[src/rtl/ecc_link_tx.sv]
// ecc_link_tx: encodes 16-bit words into the 34-bit diagonal/parity ECC codeword and sends it
// framed (start, LSB-first codeword, stop) on tx_line. Define ECC_TX_PARITY_EN for a trailing even-parity bit.
module ecc_link_tx #(
  parameter int CLKS_PER_BIT = 4
) (
  input  logic        clk,
  input  logic        rst_n,
  input  logic [15:0] in_data,
  input  logic        in_valid,
  output logic        in_ready,
  output logic        tx_line,
  output logic        busy,
  output logic        frame_done
);

`ifdef ECC_TX_PARITY_EN
  localparam int NBITS = 35;
`else
  localparam int NBITS = 34;
`endif
  localparam logic [15:0] CNT_LAST = 16'(CLKS_PER_BIT - 1);
  localparam logic [5:0]  IDX_LAST = 6'(NBITS - 1);

  typedef enum logic [1:0] {IDLE, START, DATA, STOP} state_t;

  state_t           state_q, state_d;
  logic [15:0]      cnt_q, cnt_d;
  logic [5:0]       idx_q, idx_d;
  logic [15:0]      hold_q, hold_d;
  logic             hold_full_q, hold_full_d;
  logic [NBITS-1:0] shift_q, shift_d;
  logic             tx_line_q, tx_line_d;
  logic             frame_done_q, frame_done_d;
  logic             bit_end;
  logic             load;
  logic [33:0]      cw;
  logic [NBITS-1:0] frame_word;

  // Group vectors are indexed [4:1] so g[i] matches the group bit numbering.
  function automatic logic [33:0] encode(input logic [15:0] x);
    logic [4:1] a, b, c, d, p;
    logic [6:1] dg;
    a = {x[0],  x[1],  x[2],  x[3]};
    b = {x[4],  x[5],  x[6],  x[7]};
    c = {x[8],  x[9],  x[10], x[11]};
    d = {x[12], x[13], x[14], x[15]};
    p = a ^ b ^ c ^ d;
    dg[1] = a[1] ^ b[2] ^ c[1] ^ d[2];
    dg[2] = a[2] ^ b[1] ^ c[2] ^ d[1];
    dg[3] = a[3] ^ b[4] ^ c[3] ^ d[4];
    dg[4] = a[4] ^ b[3] ^ c[4] ^ d[3];
    dg[5] = a[2] ^ b[3] ^ c[2] ^ d[3];
    dg[6] = a[3] ^ b[2] ^ c[3] ^ d[2];
    return {dg[6], dg[5], dg[4], p[4], d[1] ^ d[3], d[2] ^ d[4],
            dg[3], p[3], c[1] ^ c[3], c[2] ^ c[4],
            dg[2], p[2], b[1] ^ b[3], b[2] ^ b[4],
            dg[1], p[1], a[1] ^ a[3], a[2] ^ a[4], x};
  endfunction

  assign cw = encode(hold_q);
`ifdef ECC_TX_PARITY_EN
  assign frame_word = {^cw, cw};
`else
  assign frame_word = cw;
`endif

  assign bit_end = (cnt_q == CNT_LAST);
  // Shifter is (re)loaded whenever a new frame begins, from IDLE or directly out of STOP.
  assign load = hold_full_q && ((state_q == IDLE) || (state_q == STOP && bit_end));

  always_ff @(posedge clk or negedge rst_n) begin
    if (!rst_n) begin
      state_q      <= IDLE;
      cnt_q        <= '0;
      idx_q        <= '0;
      hold_q       <= '0;
      hold_full_q  <= 1'b0;
      shift_q      <= '0;
      tx_line_q    <= 1'b1;
      frame_done_q <= 1'b0;
    end else begin
      state_q      <= state_d;
      cnt_q        <= cnt_d;
      idx_q        <= idx_d;
      hold_q       <= hold_d;
      hold_full_q  <= hold_full_d;
      shift_q      <= shift_d;
      tx_line_q    <= tx_line_d;
      frame_done_q <= frame_done_d;
    end
  end

  always_comb begin
    state_d = state_q;
    cnt_d   = cnt_q + 16'd1;
    idx_d   = idx_q;
    unique case (state_q)
      IDLE: begin
        cnt_d = '0;
        if (hold_full_q) state_d = START;
      end
      START: begin
        if (bit_end) begin
          state_d = DATA;
          cnt_d   = '0;
          idx_d   = '0;
        end
      end
      DATA: begin
        if (bit_end) begin
          cnt_d = '0;
          if (idx_q == IDX_LAST) state_d = STOP;
          else                   idx_d   = idx_q + 6'd1;
        end
      end
      STOP: begin
        if (bit_end) begin
          cnt_d   = '0;
          state_d = hold_full_q ? START : IDLE;
        end
      end
    endcase
  end

  // tx_line is registered from the next state so the line changes on the same edge as the state.
  always_comb begin
    hold_d      = hold_q;
    hold_full_d = hold_full_q;
    shift_d     = shift_q;
    if (load) begin
      shift_d     = frame_word;
      hold_full_d = 1'b0;
    end else if (in_valid && !hold_full_q) begin
      hold_d      = in_data;
      hold_full_d = 1'b1;
    end
    if (state_q == DATA && bit_end) shift_d = shift_q >> 1;

    unique case (state_d)
      START:   tx_line_d = 1'b0;
      DATA:    tx_line_d = shift_d[0];
      default: tx_line_d = 1'b1;
    endcase
    frame_done_d = (state_d == STOP) && (cnt_d == CNT_LAST);
  end

  assign in_ready   = !hold_full_q;
  assign tx_line    = tx_line_q;
  assign busy       = (state_q != IDLE);
  assign frame_done = frame_done_q;

endmodule

[config.mk]
export PLATFORM = sky130hd
export DESIGN_NAME = ecc_link_tx
export DESIGN_NICKNAME = d
export VERILOG_FILES = /design/src/rtl/ecc_link_tx.sv
export SDC_FILE = /design/constraint.sdc
export NUM_CORES = 1
export LEC_CHECK = 0
export BUFFER_PORTS_ARGS = -buffer_cell sky130_fd_sc_hd__buf_2
export CAP_MARGIN = 20
export CORE_MARGIN = 8
export CORE_UTILIZATION = 30
export DETAILED_ROUTE_END_ITERATION = 7
export GPL_TIMING_DRIVEN = 0
export HOLD_SLACK_MARGIN = 0.02
export SYNTH_ARGS = -nofsm -noshare
export SYNTH_HDL_FRONTEND = slang
export SYNTH_SLANG_ARGS = --single-unit
[constraint.sdc]
create_clock -name clk -period 2.93 [get_ports clk]
set_input_delay 0.586 -clock clk [delete_from_list [all_inputs] [get_ports clk]]
set_output_delay 0.586 -clock clk [all_outputs]
set_load 0.02 [all_outputs]
==> out/results.txt, run 1 <==
layout cells sized above 1 = 20.60%
Peak Freq = 422.2 MHz
fin area = 4497 um^2
Post-DP Area = 4187 um^2
top area cells in the synthesized netlist = dfrtp_1, xnor2_1, a22oi_1, mux2_2, nand2_1
Die Y = 129.1 um
Main synth FF type = dfrtp_1
wire per inst = 14.22 um
YS warnings = 0
Async S/R FF share, synth = 100.0%
Routed WL = 8174 um
global-route usage over all layers = 10.46%
post-cts sizing count = 0
Final Hold Fails = 0
max-cap violations = 0
Critical Path RT = 3.15 ns
LEAKAGE = 1.947 nW
Worst Hold Slack = 0.2093 ns
Post-Syn Nets = 387
Max Slew Vio Count = 0
RSZ-0062 raised after global routing = no
drt via density = 4.969
Hold Path Class = input port to async pin
post-synthesis register bit count = 77
vias in the first global route = 2,832
most frequent cell after synthesis = dfrtp_1
grt ovf = 0
# fillers = 1,246
Comb pwr share = 38.1%
worst vdd ir = 0.0005043 V
cell count after synthesis = 365
sequential share of power = 38.6%
post-CTS setup buffer count = 0
skew final = 0.006002 ns
DR DRC count = 0
largest net degree at the start of global routing = 43
post-synthesis instance area = 3839 um^2
CORE AREA = 12,570 um^2
Die X = 129.1 um
via count = 2,857
Internal = 3.079 mW
I/O Buffers = 22
post-route ant nets = 0
first-pass GRT wire length = 13,950 um
Mean Syn Cell Area = 10.52 um^2
PD cells = 1075 nW/um^2
CTS Sinks = 77
Core Util, Final = 35.78%
Post-synth EDFFs = 0
cells on worst reg2reg path = 7
total power = 4.833 mW
Area Growth Syn to Fin = 17.14%
status = finished, final reports clean
First-pass DRT Iterations = 4
Clock transition at path regs = 0.06 ns
hold buffer count at CTS = 0
Worst Path Arrival = 2.59 ns
hpwl dp = 5832 um
Initial Util = 30.54%
Synth top area share = 49.54%
Setup-failing EPs final = 0
die area = 16,670 um^2
clk_lat worst skew = 0.33 ns
sequential fraction of the synthesis area = 50.23%
CTS tree = yes
clock group share of total power = 23.4%
CTS Buf Count = 9
diode count = 0
row cnt = 41
Crit. End Element = register
Sw Pwr = 1.754 mW
Final period util = 80.84%
H-tree lvl count = 3
Slew headroom = 61.72%
Final nets = 421
unique cell type count in the Yosys netlist = 52
Post-synth top cells = dfrtp_1, nand2_1, xnor2_1
Final min period = 2.369 ns
top-level I/O count = 23
CP Launch Type = register
critical path type = register to register
Final Wtd Congestion = 0.8065
Crit Path Max Fanout = 7
Sw Ratio = 36.30%
area leader, netlist = dfrtp_1
1st-iter DRT viols = 158
worst-margin pin slew = 0.5742 ns
clock root buffer = clkbuf_16
setup TNS = 0 ns
antenna violations before repair = 0
clock tree buffer depth = 2
## placed cells by master, fill, tap and decap left out, types with 9 or more instances in the layout
cell type and instances:
xnor2_1 35, a22oi_1 32, xor2_1 11, and3_1 9, clkbuf_16 9, nand2_1 48, o21ai_1 20, buf_2 34
mux2_2 16, nor2_1 23, dfrtp_1 76
## final timing paths
kind,start,endpoint,slack [ns]
setup / recovery,cnt_q[0]$_DFF_PN0_,tx_line$_DFF_PN1_,0.56
hold / removal,rst_n,cnt_q[1]$_DFF_PN0_,0.21
setup reg to reg,cnt_q[0]$_DFF_PN0_,tx_line$_DFF_PN1_,0.56
hold reg to reg,shift_q[5]$_DFFE_PN0P_,shift_q[4]$_DFFE_PN0P_,0.50
max in group asynchronous,rst_n,tx_line$_DFF_PN1_,2.08
min in group clk,in_data[5],hold_q[5]$_DFFE_PN0P_,0.49
## state kept, by name, indices dropped and copies added, names as in the netlist
| name | count |
|---|---|
| cnt_q | 16 |
| frame_done | 1 |
| hold_full_q | 1 |
| hold_q | 16 |
| idx_q | 6 |
| shift_q | 34 |
| state_q | 2 |
| tx_line | 1 |
## power by group through the flow
stage	logic (mW)	clock network (mW)	registers, mW
after floorplan	1.47	0	1.76
after global placement	1.80	0	1.87
after detailed placement	1.84	0	1.88
after CTS	1.86	1.16	1.86
after global routing	2.06	1.21	1.93
final	1.84	1.13	1.86
## final cells by class
| class | instances | area, um^2 | share of cell area, % |
|---|---|---|---|
| Sequential cell | 77 | 1928 | 42.88 |
| Multi-Input combinational cell | 263 | 1789 | 39.79 |
| Clock buffer | 12 | 266.5 | 5.927 |
| Tap cell | 172 | 215.2 | 4.786 |
| Timing Repair Buffer | 23 | 132.6 | 2.949 |
| Buffer | 20 | 102.6 | 2.282 |
| Clock inverter | 3 | 43.79 | 0.9738 |
| Inverter | 5 | 18.77 | 0.4174 |
## metrics by stage
step                      instances  worst slack, ns
after floorplan                 365           0.9724
after detailed placement        560           0.6031
after global routing            575           0.3175
final                           575           0.5614
after global placement          559           0.6433
after CTS                       575           0.5645
## critical path, stage by stage, from the launching register on
cell and delay [ns]:
dfrtp_1 0.42, ha_1 0.32, nor4b_2 0.36, nand4_1 0.36, a221oi_1 0.32, or2_1 0.17, a21oi_1 0.04, nor3_1 0.26
## layer usage
metal	vias up	global-route usage, %	wire, um
met2	50	16.24	3818
met5	-	0	0
met4	0	4.976	153
li1	1368	-	-
met1	1428	13.92	3921
met3	11	1.684	280
## cell families (layout without fill, tap and decap cells)
family | count (synthesis) | count (layout) | share of synthesized area, %
simple gates | 120 | 120 | 16.30
buf+inv | 25 | 63 | 3.162
compound gates | 76 | 76 | 13.62
mux | 18 | 18 | 5.215
xor+xnor | 46 | 46 | 10.50
fa+ha+maj | 3 | 3 | 0.9779
flops | 77 | 77 | 50.23
Power figures use the tool's default switching activity.
==> run 2: changes to the inputs <==
==> constraint.sdc (replaced) <==
create_clock -name clk -period 2.3 [get_ports clk]
set_input_delay 0.46 -clock clk [delete_from_list [all_inputs] [get_ports clk]]
set_output_delay 0.46 -clock clk [all_outputs]
set_load 0.02 [all_outputs]
==> out/results.txt, run 2 (synthesis gave the netlist of run 1 again) <==
status = finished, final reports clean
CP Launch Type = register
Max Slew Vio Count = 0
via count = 2,828
Hold Path Class = input port to async pin
antenna violations before repair = 0
Routed WL = 8214 um
total power = 6.224 mW
most frequent cells in the layout = dfrtp_1, nand2_1, xnor2_1
Final nets = 422
Area Growth Syn to Fin = 18.35%
clock tree buffer depth = 2
min setup slack post-route = 0.1548 ns
first-pass GRT wire length = 13,990 um
LEAKAGE = 1.956 nW
Final Wtd Congestion = 0.8065
sequential share of power = 38.3%
max-cap violations = 0
Core Util, Final = 36.15%
Peak Freq = 466.1 MHz
hpwl dp = 5832 um
Die Y = 129.1 um
vias in the first global route = 2,838
Comb pwr share = 38.5%
critical-path cell list = ha_4, nor4b_4, and4_1, and2_1, o21ai_2, buf_2, o21ai_1
worst vdd ir = 0.0006416 V
Internal = 3.955 mW
wire per inst = 14.26 um
Initial Util = 30.54%
Crit. End Element = register
critical path type = register to register
clk_lat worst skew = 0.33 ns
max reg flops = 34
CTS tree = yes
Slew headroom = 62.52%
Critical Path RT = 2.51 ns
Final period util = 93.27%
post-route ant nets = 0
skew final = 0.005691 ns
drt via density = 4.910
Setup-failing EPs final = 0
setup TNS = 0 ns
Clock transition at path regs = 0.06 ns
RSZ-0062 raised after global routing = no
Sw Pwr = 2.269 mW
grt ovf = 0
Worst Path Arrival = 2.36 ns
diode count = 0
placed cell count = 560
pre-CTS WS = -0.02688 ns
clock root buffer = clkbuf_16
DR DRC count = 0
CTS Sinks = 77
most common cell after layout, fill and taps aside = dfrtp_1
Crit Path Max Fanout = 10
largest net degree at the start of global routing = 43
top-level I/O count = 23
1st-iter DRT viols = 123
most flop-heavy register = shift_q
global-route usage over all layers = 10.49%
PD cells = 1370 nW/um^2
Final Hold Fails = 0
worst-margin pin slew = 0.5622 ns
Final min period = 2.145 ns
CTS Buf Count = 9
I/O Buffers = 22
delay of the slowest critical-path stage = 0.46 ns
slowest CP cell = dfrtp_1
layout cells sized above 1 = 21.53%
First-pass DRT Iterations = 6
biggest regs = shift_q: 34 flops, cnt_q: 16 flops, hold_q: 16 flops
die area = 16,670 um^2
row cnt = 41
non-filler cells, final = 576
CORE AREA = 12,570 um^2
H-tree lvl count = 3
Die X = 129.1 um
hold buffer count at CTS = 0
Sw Ratio = 36.46%
clock group share of total power = 23.2%
## run 2: what timing repair did
item	in CTS	in global routing
setup buffers	1	0
setup endpoints to repair	1	39
pin swaps	1	0
resized for setup	0	6
## run 2: worst max-delay path: cells and delay by family, from the launching register on
| kind | cells | cell delay (ns) |
|---|---|---|
| simple gates | 3 | 0.57 |
| flops | 1 | 0.46 |
| compound gates | 2 | 0.46 |
| fa+ha+maj | 1 | 0.22 |
| buf+inv | 1 | 0.31 |
## run 2: routing by layer
metal	part of all wire [%]	GRT usage, %	vias up
li1	-	-	1375
met1	49	13.92	1394
met2	46	16.36	46
met3	2.7	1.684	13
met4	2.1	4.976	0
met5	0	0	-
## run 2: area by class of cell
class                   count  area [um^2]
repair buffers             24        140.1
flip-flops and latches     77         1928
clock inverters             3        43.79
clock buffers              12        266.5
plain buffers              20        102.6
multi-input cells         263         1828
inverters                   5        18.77
well taps                 172        215.2
fillers                  1244         8025
## run 2: worst paths after layout
check                                       start  slack (ns)                      end  cells after the start
max                            cnt_q[0]$_DFF_PN0_        0.15  shift_q[32]$_DFFE_PN0P_                      7
min                                         rst_n        0.09       cnt_q[1]$_DFF_PN0_                      1
max reg2reg                    cnt_q[0]$_DFF_PN0_        0.15  shift_q[32]$_DFFE_PN0P_                      7
min reg2reg                shift_q[5]$_DFFE_PN0P_        0.50   shift_q[4]$_DFFE_PN0P_                      2
max in group asynchronous                   rst_n        1.57        tx_line$_DFF_PN1_                      2
min in group clk                       in_data[5]        0.36    hold_q[5]$_DFFE_PN0P_                      2
## run 2: power groups by stage
stage | registers, mW | clock network (mW) | logic [mW]
finish | 2.39 | 1.44 | 2.40
detailed placement | 2.39 | 0 | 2.35
global route | 2.47 | 1.55 | 2.68
floorplan | 2.24 | 0 | 1.87
CTS | 2.37 | 1.48 | 2.38
global placement | 2.38 | 0 | 2.29
## run 2: through the flow
step           area (um^2)  hold WS (ns)
2_1_floorplan         3839        0.1644
3_3_place_gp          4164        0.4878
3_5_place_dp          4187        0.4507
4_1_cts               4504       0.09808
5_1_grt               4543        0.1130
6_report              4543       0.08641
